**config.mk**
```make
export PLATFORM = sky130hd
export DESIGN_NAME = apb_cmd_slave_flat
export DESIGN_NICKNAME = d
export VERILOG_FILES = /design/src/rtl/apb_cmd_slave_if.sv /design/src/rtl/apb_cmd_slave.sv /design/src/flat_wrapper.sv
export SDC_FILE = /design/constraint.sdc
export NUM_CORES = 1
export LEC_CHECK = 0
export ABC_AREA = 1
export CORE_UTILIZATION = 44
export DETAILED_ROUTE_END_ITERATION = 16
export HOLD_SLACK_MARGIN = 0.15
export PLACE_DENSITY = 0.86
export SLEW_MARGIN = 20
export SYNTH_ARGS = -nofsm -noshare
export SYNTH_HDL_FRONTEND = slang
export SYNTH_SLANG_ARGS = --single-unit
```
**constraint.sdc**
```tcl
create_clock -name axi_clk -period 9.7 [get_ports axi_clk]
set_clock_uncertainty 0.2 [all_clocks]
set_input_delay 1.94 -clock axi_clk [delete_from_list [all_inputs] [get_ports axi_clk]]
set_output_delay 1.94 -clock axi_clk [all_outputs]
set_load 0.02 [all_outputs]
```
**src/rtl/apb_cmd_slave_if.sv**
```systemverilog
// APB4 bus plus AXI-Lite engine command/response signals for apb_cmd_slave.
// The slave modport is the bridge front end; the master modport is its environment.
interface apb_cmd_slave_if #(
    parameter int unsigned AW_APB = 32,
    parameter int unsigned DW_APB = 32
);
    logic                  psel;
    logic                  penable;
    logic                  pwrite;
    logic [AW_APB-1:0]     paddr;
    logic [DW_APB-1:0]     pwdata;
    logic [2:0]            pprot;
    logic [DW_APB/8-1:0]   pstrb;
    logic                  pready;
    logic [DW_APB-1:0]     prdata;
    logic                  pslverr;

    logic                  start_write;
    logic                  start_read;
    logic [AW_APB-1:0]     address;
    logic [DW_APB-1:0]     write_data;
    logic [2:0]            prot;
    logic [DW_APB/8-1:0]   be;
    logic [1:0]            resp;
    logic [DW_APB-1:0]     read_data;
    logic                  read_data_valid;
    logic                  done_write;

    modport slave (
        input  psel, penable, pwrite, paddr, pwdata, pprot, pstrb,
        output pready, prdata, pslverr,
        output start_write, start_read, address, write_data, prot, be,
        input  resp, read_data, read_data_valid, done_write
    );

    modport master (
        output psel, penable, pwrite, paddr, pwdata, pprot, pstrb,
        input  pready, prdata, pslverr,
        input  start_write, start_read, address, write_data, prot, be,
        output resp, read_data, read_data_valid, done_write
    );
endinterface

```
**src/rtl/apb_cmd_slave.sv**
```systemverilog
// APB4 slave front end: turns each APB transfer into a one-cycle AXI-Lite engine command.
// Define APB_TIMEOUT_EN to add a response watchdog that absorbs the late (orphan) response.
module apb_cmd_slave #(
    parameter int unsigned AW_APB         = 32,
    parameter int unsigned DW_APB         = 32,
    parameter int unsigned TIMEOUT_CYCLES = 256
) (
    input logic            axi_clk,
    input logic            sys_areset,
    apb_cmd_slave_if.slave bus
);
    typedef enum logic [1:0] {StIdle, StIssue, StWaitResp, StDone} state_e;

    state_e              state_q, state_d;
    logic [AW_APB-1:0]   address_q, address_d;
    logic [DW_APB-1:0]   write_data_q, write_data_d;
    logic [2:0]          prot_q, prot_d;
    logic [DW_APB/8-1:0] be_q, be_d;
    logic                is_write_q, is_write_d;
    logic [DW_APB-1:0]   prdata_q, prdata_d;
    logic                pready_q, pready_d;
    logic                pslverr_q, pslverr_d;
    logic                start_write_q, start_write_d;
    logic                start_read_q, start_read_d;

    logic resp_hit;
    logic busy_orphan;
    logic timeout_hit;

    if (TIMEOUT_CYCLES < 2) begin : g_bad_timeout
        $error("TIMEOUT_CYCLES must be at least 2");
    end

    // Only the completion pulse matching the outstanding command type counts.
    assign resp_hit = is_write_q ? bus.done_write : bus.read_data_valid;

`ifdef APB_TIMEOUT_EN
    localparam int unsigned CntW = $clog2(TIMEOUT_CYCLES);

    logic [CntW-1:0] cnt_q, cnt_d;
    logic            orphan_q, orphan_d;

    // Any completion pulse while an orphan is pending belongs to the abandoned command.
    assign busy_orphan = orphan_q & ~(bus.done_write | bus.read_data_valid);
    assign timeout_hit = (state_q == StWaitResp) && !resp_hit &&
                         (cnt_q == CntW'(TIMEOUT_CYCLES - 1));

    always_comb begin
        cnt_d = cnt_q;
        if (state_q == StIssue) begin
            cnt_d = '0;
        end else if (state_q == StWaitResp) begin
            cnt_d = cnt_q + 1'b1;
        end
        orphan_d = busy_orphan | timeout_hit;
    end

    always_ff @(posedge axi_clk or posedge sys_areset) begin
        if (sys_areset) begin
            cnt_q    <= '0;
            orphan_q <= 1'b0;
        end else begin
            cnt_q    <= cnt_d;
            orphan_q <= orphan_d;
        end
    end
`else
    assign busy_orphan = 1'b0;
    assign timeout_hit = 1'b0;
`endif

    always_comb begin
        state_d       = state_q;
        address_d     = address_q;
        write_data_d  = write_data_q;
        prot_d        = prot_q;
        be_d          = be_q;
        is_write_d    = is_write_q;
        prdata_d      = prdata_q;
        pready_d      = 1'b0;
        pslverr_d     = 1'b0;
        start_write_d = 1'b0;
        start_read_d  = 1'b0;

        unique case (state_q)
            StIdle: begin
                if (bus.psel && !bus.penable) begin
                    address_d    = bus.paddr;
                    write_data_d = bus.pwdata;
                    prot_d       = bus.pprot;
                    be_d         = bus.pwrite ? bus.pstrb : '0;
                    is_write_d   = bus.pwrite;
                    state_d      = StIssue;
                    if (!busy_orphan) begin
                        start_write_d = bus.pwrite;
                        start_read_d  = !bus.pwrite;
                    end
                end
            end
            StIssue: begin
                // Stay here without a pulse while an orphan response is still owed.
                if (start_write_q || start_read_q) begin
                    state_d = StWaitResp;
                end else if (!busy_orphan) begin
                    start_write_d = is_write_q;
                    start_read_d  = !is_write_q;
                end
            end
            StWaitResp: begin
                if (resp_hit) begin
                    state_d   = StDone;
                    pready_d  = 1'b1;
                    pslverr_d = (bus.resp == 2'b10) || (bus.resp == 2'b11);
                    prdata_d  = is_write_q ? '0 : bus.read_data;
                end else if (timeout_hit) begin
                    state_d   = StDone;
                    pready_d  = 1'b1;
                    pslverr_d = 1'b1;
                    prdata_d  = '0;
                end
            end
            StDone: begin
                state_d = StIdle;
            end
            default: begin
                state_d = StIdle;
            end
        endcase
    end

    always_ff @(posedge axi_clk or posedge sys_areset) begin
        if (sys_areset) begin
            state_q       <= StIdle;
            address_q     <= '0;
            write_data_q  <= '0;
            prot_q        <= '0;
            be_q          <= '0;
            is_write_q    <= 1'b0;
            prdata_q      <= '0;
            pready_q      <= 1'b0;
            pslverr_q     <= 1'b0;
            start_write_q <= 1'b0;
            start_read_q  <= 1'b0;
        end else begin
            state_q       <= state_d;
            address_q     <= address_d;
            write_data_q  <= write_data_d;
            prot_q        <= prot_d;
            be_q          <= be_d;
            is_write_q    <= is_write_d;
            prdata_q      <= prdata_d;
            pready_q      <= pready_d;
            pslverr_q     <= pslverr_d;
            start_write_q <= start_write_d;
            start_read_q  <= start_read_d;
        end
    end

    assign bus.pready      = pready_q;
    assign bus.prdata      = prdata_q;
    assign bus.pslverr     = pslverr_q;
    assign bus.start_write = start_write_q;
    assign bus.start_read  = start_read_q;
    assign bus.address     = address_q;
    assign bus.write_data  = write_data_q;
    assign bus.prot        = prot_q;
    assign bus.be          = be_q;
endmodule

```
**src/flat_wrapper.sv**
```systemverilog
// flat-port wrapper written by rule: the top's interface ports become plain ports
module apb_cmd_slave_flat 
#(
    parameter int unsigned AW_APB         = 32,
    parameter int unsigned DW_APB         = 32,
    parameter int unsigned TIMEOUT_CYCLES = 256
)
  (axi_clk, sys_areset, bus_psel, bus_penable, bus_pwrite, bus_paddr, bus_pwdata, bus_pprot, bus_pstrb, bus_pready, bus_prdata, bus_pslverr, bus_start_write, bus_start_read, bus_address, bus_write_data, bus_prot, bus_be, bus_resp, bus_read_data, bus_read_data_valid, bus_done_write);
  apb_cmd_slave_if #(.AW_APB(AW_APB), .DW_APB(DW_APB)) bus_i ();
  input logic axi_clk;
  input logic sys_areset;
  input wire logic [$bits(bus_i.psel)-1:0] bus_psel;
  input wire logic [$bits(bus_i.penable)-1:0] bus_penable;
  input wire logic [$bits(bus_i.pwrite)-1:0] bus_pwrite;
  input wire logic [$bits(bus_i.paddr)-1:0] bus_paddr;
  input wire logic [$bits(bus_i.pwdata)-1:0] bus_pwdata;
  input wire logic [$bits(bus_i.pprot)-1:0] bus_pprot;
  input wire logic [$bits(bus_i.pstrb)-1:0] bus_pstrb;
  output wire logic [$bits(bus_i.pready)-1:0] bus_pready;
  output wire logic [$bits(bus_i.prdata)-1:0] bus_prdata;
  output wire logic [$bits(bus_i.pslverr)-1:0] bus_pslverr;
  output wire logic [$bits(bus_i.start_write)-1:0] bus_start_write;
  output wire logic [$bits(bus_i.start_read)-1:0] bus_start_read;
  output wire logic [$bits(bus_i.address)-1:0] bus_address;
  output wire logic [$bits(bus_i.write_data)-1:0] bus_write_data;
  output wire logic [$bits(bus_i.prot)-1:0] bus_prot;
  output wire logic [$bits(bus_i.be)-1:0] bus_be;
  input wire logic [$bits(bus_i.resp)-1:0] bus_resp;
  input wire logic [$bits(bus_i.read_data)-1:0] bus_read_data;
  input wire logic [$bits(bus_i.read_data_valid)-1:0] bus_read_data_valid;
  input wire logic [$bits(bus_i.done_write)-1:0] bus_done_write;
  assign bus_i.psel = bus_psel;
  assign bus_i.penable = bus_penable;
  assign bus_i.pwrite = bus_pwrite;
  assign bus_i.paddr = bus_paddr;
  assign bus_i.pwdata = bus_pwdata;
  assign bus_i.pprot = bus_pprot;
  assign bus_i.pstrb = bus_pstrb;
  assign bus_pready = bus_i.pready;
  assign bus_prdata = bus_i.prdata;
  assign bus_pslverr = bus_i.pslverr;
  assign bus_start_write = bus_i.start_write;
  assign bus_start_read = bus_i.start_read;
  assign bus_address = bus_i.address;
  assign bus_write_data = bus_i.write_data;
  assign bus_prot = bus_i.prot;
  assign bus_be = bus_i.be;
  assign bus_i.resp = bus_resp;
  assign bus_i.read_data = bus_read_data;
  assign bus_i.read_data_valid = bus_read_data_valid;
  assign bus_i.done_write = bus_done_write;
  apb_cmd_slave #(.AW_APB(AW_APB), .DW_APB(DW_APB), .TIMEOUT_CYCLES(TIMEOUT_CYCLES)) u_core (.axi_clk(axi_clk), .sys_areset(sys_areset), .bus(bus_i));
endmodule
```
* Word-level counts from Yosys, hierarchy flattened *
Cells that the tools add are included.

operators by class
  equality and inequality tests = 8
  reduce and logical (&&, ||, !) cells = 10
  multiplexer cells = 17

operators by type and width
  operator            count
  $mux 32             1
  $mux 1              9
  $eq 2x2->1 const B  4
  $pmux 2 s4          1
  $mux 2              3
  $ne 2x1->1 const B  3
  $mux 4              1
  $pmux 1 s2          2
  $reduce_and 2->1    2
  $logic_not 1->1     3
  $reduce_and 3->1    1
  $eq 2x1->1 const B  1
  $logic_not 2->1     1
  $logic_or 1x1->1    2
  $logic_and 1x1->1   1

word-level totals
  logic and storage cells = 46
  output and inout port bits = 107
  bits of input ports = 112
  flip-flop bits (word level) = 110

* Longest topological paths before layout *
  depth after elaboration = 4
  mapped depth = 8
  mapped depth without buffers = 7

* Least setup slack after synthesis *
OpenSTA, ideal clock, no wires.

  path type = input-to-reg
  from = in bus_penable
  to = reg u_core.be_q[0] (netlist: u_core.bus.be[0])
  data required time = 9434 ps
  data arrival time = 2617 ps
  buffers on the path = 2
  setup time = 66 ps
  stages = 7
  slack = 6818 ps
  cells stage by stage = inv_1 -> nand2_1 -> nor2_1 -> buf_4 -> buf_6 -> nand3_1 -> nand2_1

between the ends
  word-level cells in the longest chain between the ends = 3

RTL lines
  element                     line                  text
  from (decl)                 flat_wrapper.sv:13    input wire logic [$bits(bus_i.penable)-1:0] bus_penable;
  $logic_not 1->1             apb_cmd_slave.sv:87   if (bus.psel && !bus.penable) begin
  $logic_and 1x1->1           apb_cmd_slave.sv:87
  $reduce_and 2->1 (no line)  --
  to (signal assigned)        apb_cmd_slave.sv:137  be_q <= '0;
  to (signal assigned)        apb_cmd_slave.sv:149  be_q <= be_d;
  to (decl)                   apb_cmd_slave.sv:18   logic [DW_APB/8-1:0] be_q, be_d;

No other way between the ends.
A chain may end at the register's enable or synchronous reset.

* Worst setup path after layout *
  from = in bus_psel
  to = reg u_core.address_q[14] (netlist: u_core.bus.address[14])

between the ends
  word-level cells in the longest chain between the ends = 2

RTL lines
  element                     line                  text
  from (decl)                 flat_wrapper.sv:12    input wire logic [$bits(bus_i.psel)-1:0] bus_psel;
  $logic_and 1x1->1           apb_cmd_slave.sv:87
  $reduce_and 2->1 (no line)  --
  to (signal assigned)        apb_cmd_slave.sv:146  address_q <= address_d;
  to (decl)                   apb_cmd_slave.sv:15   logic [AW_APB-1:0] address_q, address_d;

No other way between the ends.

==> qor.txt <==
outcome: finished clean
Die H: 103 µm
Rows: 36
mux cell area share after synthesis: 0%
max_slew headroom: 38.1%
post-synthesis xor/xnor area fraction: 0%
core area: 9820 µm²
GR Util met2: 37.0%
via count: 3910
dpl cell area: 6640 µm²
cts hold-fix bufs: 0
setup_tns: 0 ps
DRC Markers: 0
Longest Clk Path Bufs: 2
Tcrit/Tclk final: 37.8%
minimum clock period: 3670 ps
CP endpoint kind: flip-flop
largest net degree at the start of global routing: 74
total track usage: 21.9%
Crit path required time: 9750 ps
critical path class: input port to flip-flop
ANT cells: 0
CTS tree: done
vias in the first global route: 3745
CTS clk-pin slew, worst paths: 100 ps
post-CTS setup buffer count: 0
Setup crit start kind: input port
share of synthesized cell area in full adder, half adder and majority cells: 1.40%
Yosys warning total: 0
total gr overflow: 0
DR WL/cell: 13.9 µm
area share of and/or/nand/nor cells after synthesis: 26.3%
Top Ports: 219
Max VDD drop: 174 µV
CTS Root Cell: clkbuf_8
final slew viol count: 0
Hold Slack: 280 ps
Syn Inst Count: 486
critical path arrival: 3720 ps
unrepaired setup endpoints after global routing: false
initial DRC count: 158
Max FO, Critical Path: 71
Synth Area in Compound Gates: 5.61%
initial antenna violation count: 0
max cap viols: 0
Leak: 3.31 nW
worst skew pair latency: 360 ps
DR vias/cell: 4.71
placed insts: 814
global route hottest layer: met2
PD cells: 335 nW/µm²
Setup violations, final: 0
worst hold path type: flip-flop to flip-flop
fmax: 273 MHz
register area share after synthesis: 61.7%
Initial DRT Pass Iterations: 5
Total Wirelength: 11500 µm
first-pass GRT wire length: 17700 µm
Final nets: 809
CTS sink count: 110
TritonCTS Buffers: 9
Die Wd: 103 µm
P&R area growth vs syn: 54.2%
H-tree depth: 3
Die ar.: 10500 µm²
starting density of the core: 45.4%
Post-DP HPWL: 8310 µm
syn avg cell area: 9.18 µm²
Post-CTS Resized: 0
Yosys cell types: 18
post-route ant nets: 0
Non-Filler Instances: 830
Final Hold Viols: 0
Mapped Nets: 603
met3 Use GR: 7.32%
final instance area: 6880 µm²
worst setup margin: 6030 ps
Worst-Margin Slew: 927 ps
Placer Congestion: 0.725
PortBufs: 217
r2r setup slk: 7330 ps
Mapped Area: 4460 µm²
post-synthesis register bit count: 110
share of cells above drive strength 1: 7.46%
main combinational cell family by area after synthesis: simple AND/OR/NAND/NOR gates
pre-CTS WS: 5690 ps
global routing usage on met1: 25.6%
synthesized netlist by cell type, drive strengths merged:
library cell | number | area share (%)
a21oi | 1 | 0.11
buf | 14 | 3.3
clkbuf | 11 | 0.93
dfrtp | 110 | 62
ha | 5 | 1.4
inv | 9 | 0.76
nand2 | 286 | 25
nand3 | 8 | 0.90
nand4 | 2 | 0.28
nor2 | 5 | 0.42
o21ai | 34 | 5.5
or2 | 1 | 0.14
placed cells by master (no fill, tap or decap), types with 2 or more instances in the layout:
master / n
o21ai_2: 20
dfrtp_1: 110
clkinv_2: 2
o21ai_0: 12
ha_1: 5
nand2_1: 278
nor2_1: 4
clkdlybuf4s50_1: 217
buf_4: 3
nand2_2: 8
bufinv_16: 2
clkbuf_8: 11
o21ai_1: 2
inv_1: 6
nand4_1: 2
nand3_1: 8
per-layer routing:
metal	wire (µm)	share of wire, %
met5	0	0
met4	248	2.2
met3	1090	9.5
met2	5690	49
met1	4480	39
critical path: stages:
cell and delay [ps]:
clkdlybuf4s50_1 450, nand2_1 130, nor2_4 120, clkinv_2 710, nand2_1 270, nand2_1 80
per-stage QoR:
step,power [mW],util (%)
global placement,1.96,67.6
detailed placement,2.01,67.6
finish,2.30,70.0
CTS,2.33,70.0
floorplan,1.43,-
global route,2.45,70.0
flip-flops by register name, indices dropped and copies added (netlist names):
| name | cells |
|---|---|
| u_core.bus.prot | 3 |
| u_core.bus.start_write | 1 |
| u_core.bus.be | 4 |
| u_core.bus.write_data | 32 |
| u_core.bus.pslverr | 1 |
| u_core.bus.prdata | 32 |
| u_core.bus.start_read | 1 |
| u_core.bus.address | 32 |
| u_core.is_write_q | 1 |
| u_core.state_q | 2 |
| u_core.bus.pready | 1 |
power by group:
group	internal [mW]	total, mW	switching (mW)
Sequential	0.683	0.808	0.125
Combinational	0.538	1.18	0.647
Clock	0.160	0.310	0.150
Total	1.38	2.30	0.922
worst paths after layout:
path | startpoint | to | depth (start not counted)
max | bus_psel | u_core.bus.address[14] | 6
min | u_core.bus.address[10] | u_core.bus.address[10] | 2
max reg2reg | u_core.is_write_q | u_core.bus.prdata[19] | 7
min reg2reg | u_core.bus.address[10] | u_core.bus.address[10] | 2
max in group asynchronous | sys_areset | u_core.bus.address[23] | 3
min in group asynchronous | sys_areset | u_core.bus.prdata[12] | 2
area by class of cell:
type	instances	area, µm²
timing repair buffer	220	2190
fill	777	2940
clock buffer	11	151
clock inverter	5	81.3
inverter	9	37.5
sequential	110	2750
tap	133	166
multi-input combinational	342	1490
logic make-up (layout without fill, tap and decap cells):
logic type                 count (synthesis)  in the layout
AOI/OAI and AO/OA                         35             35
adders and majority gates                  5              5
buffers and inverters                     34            245
DFF                                      110            110
and+or+nand+nor                          302            302
No activity file was read; power rests on OpenSTA's default activity.
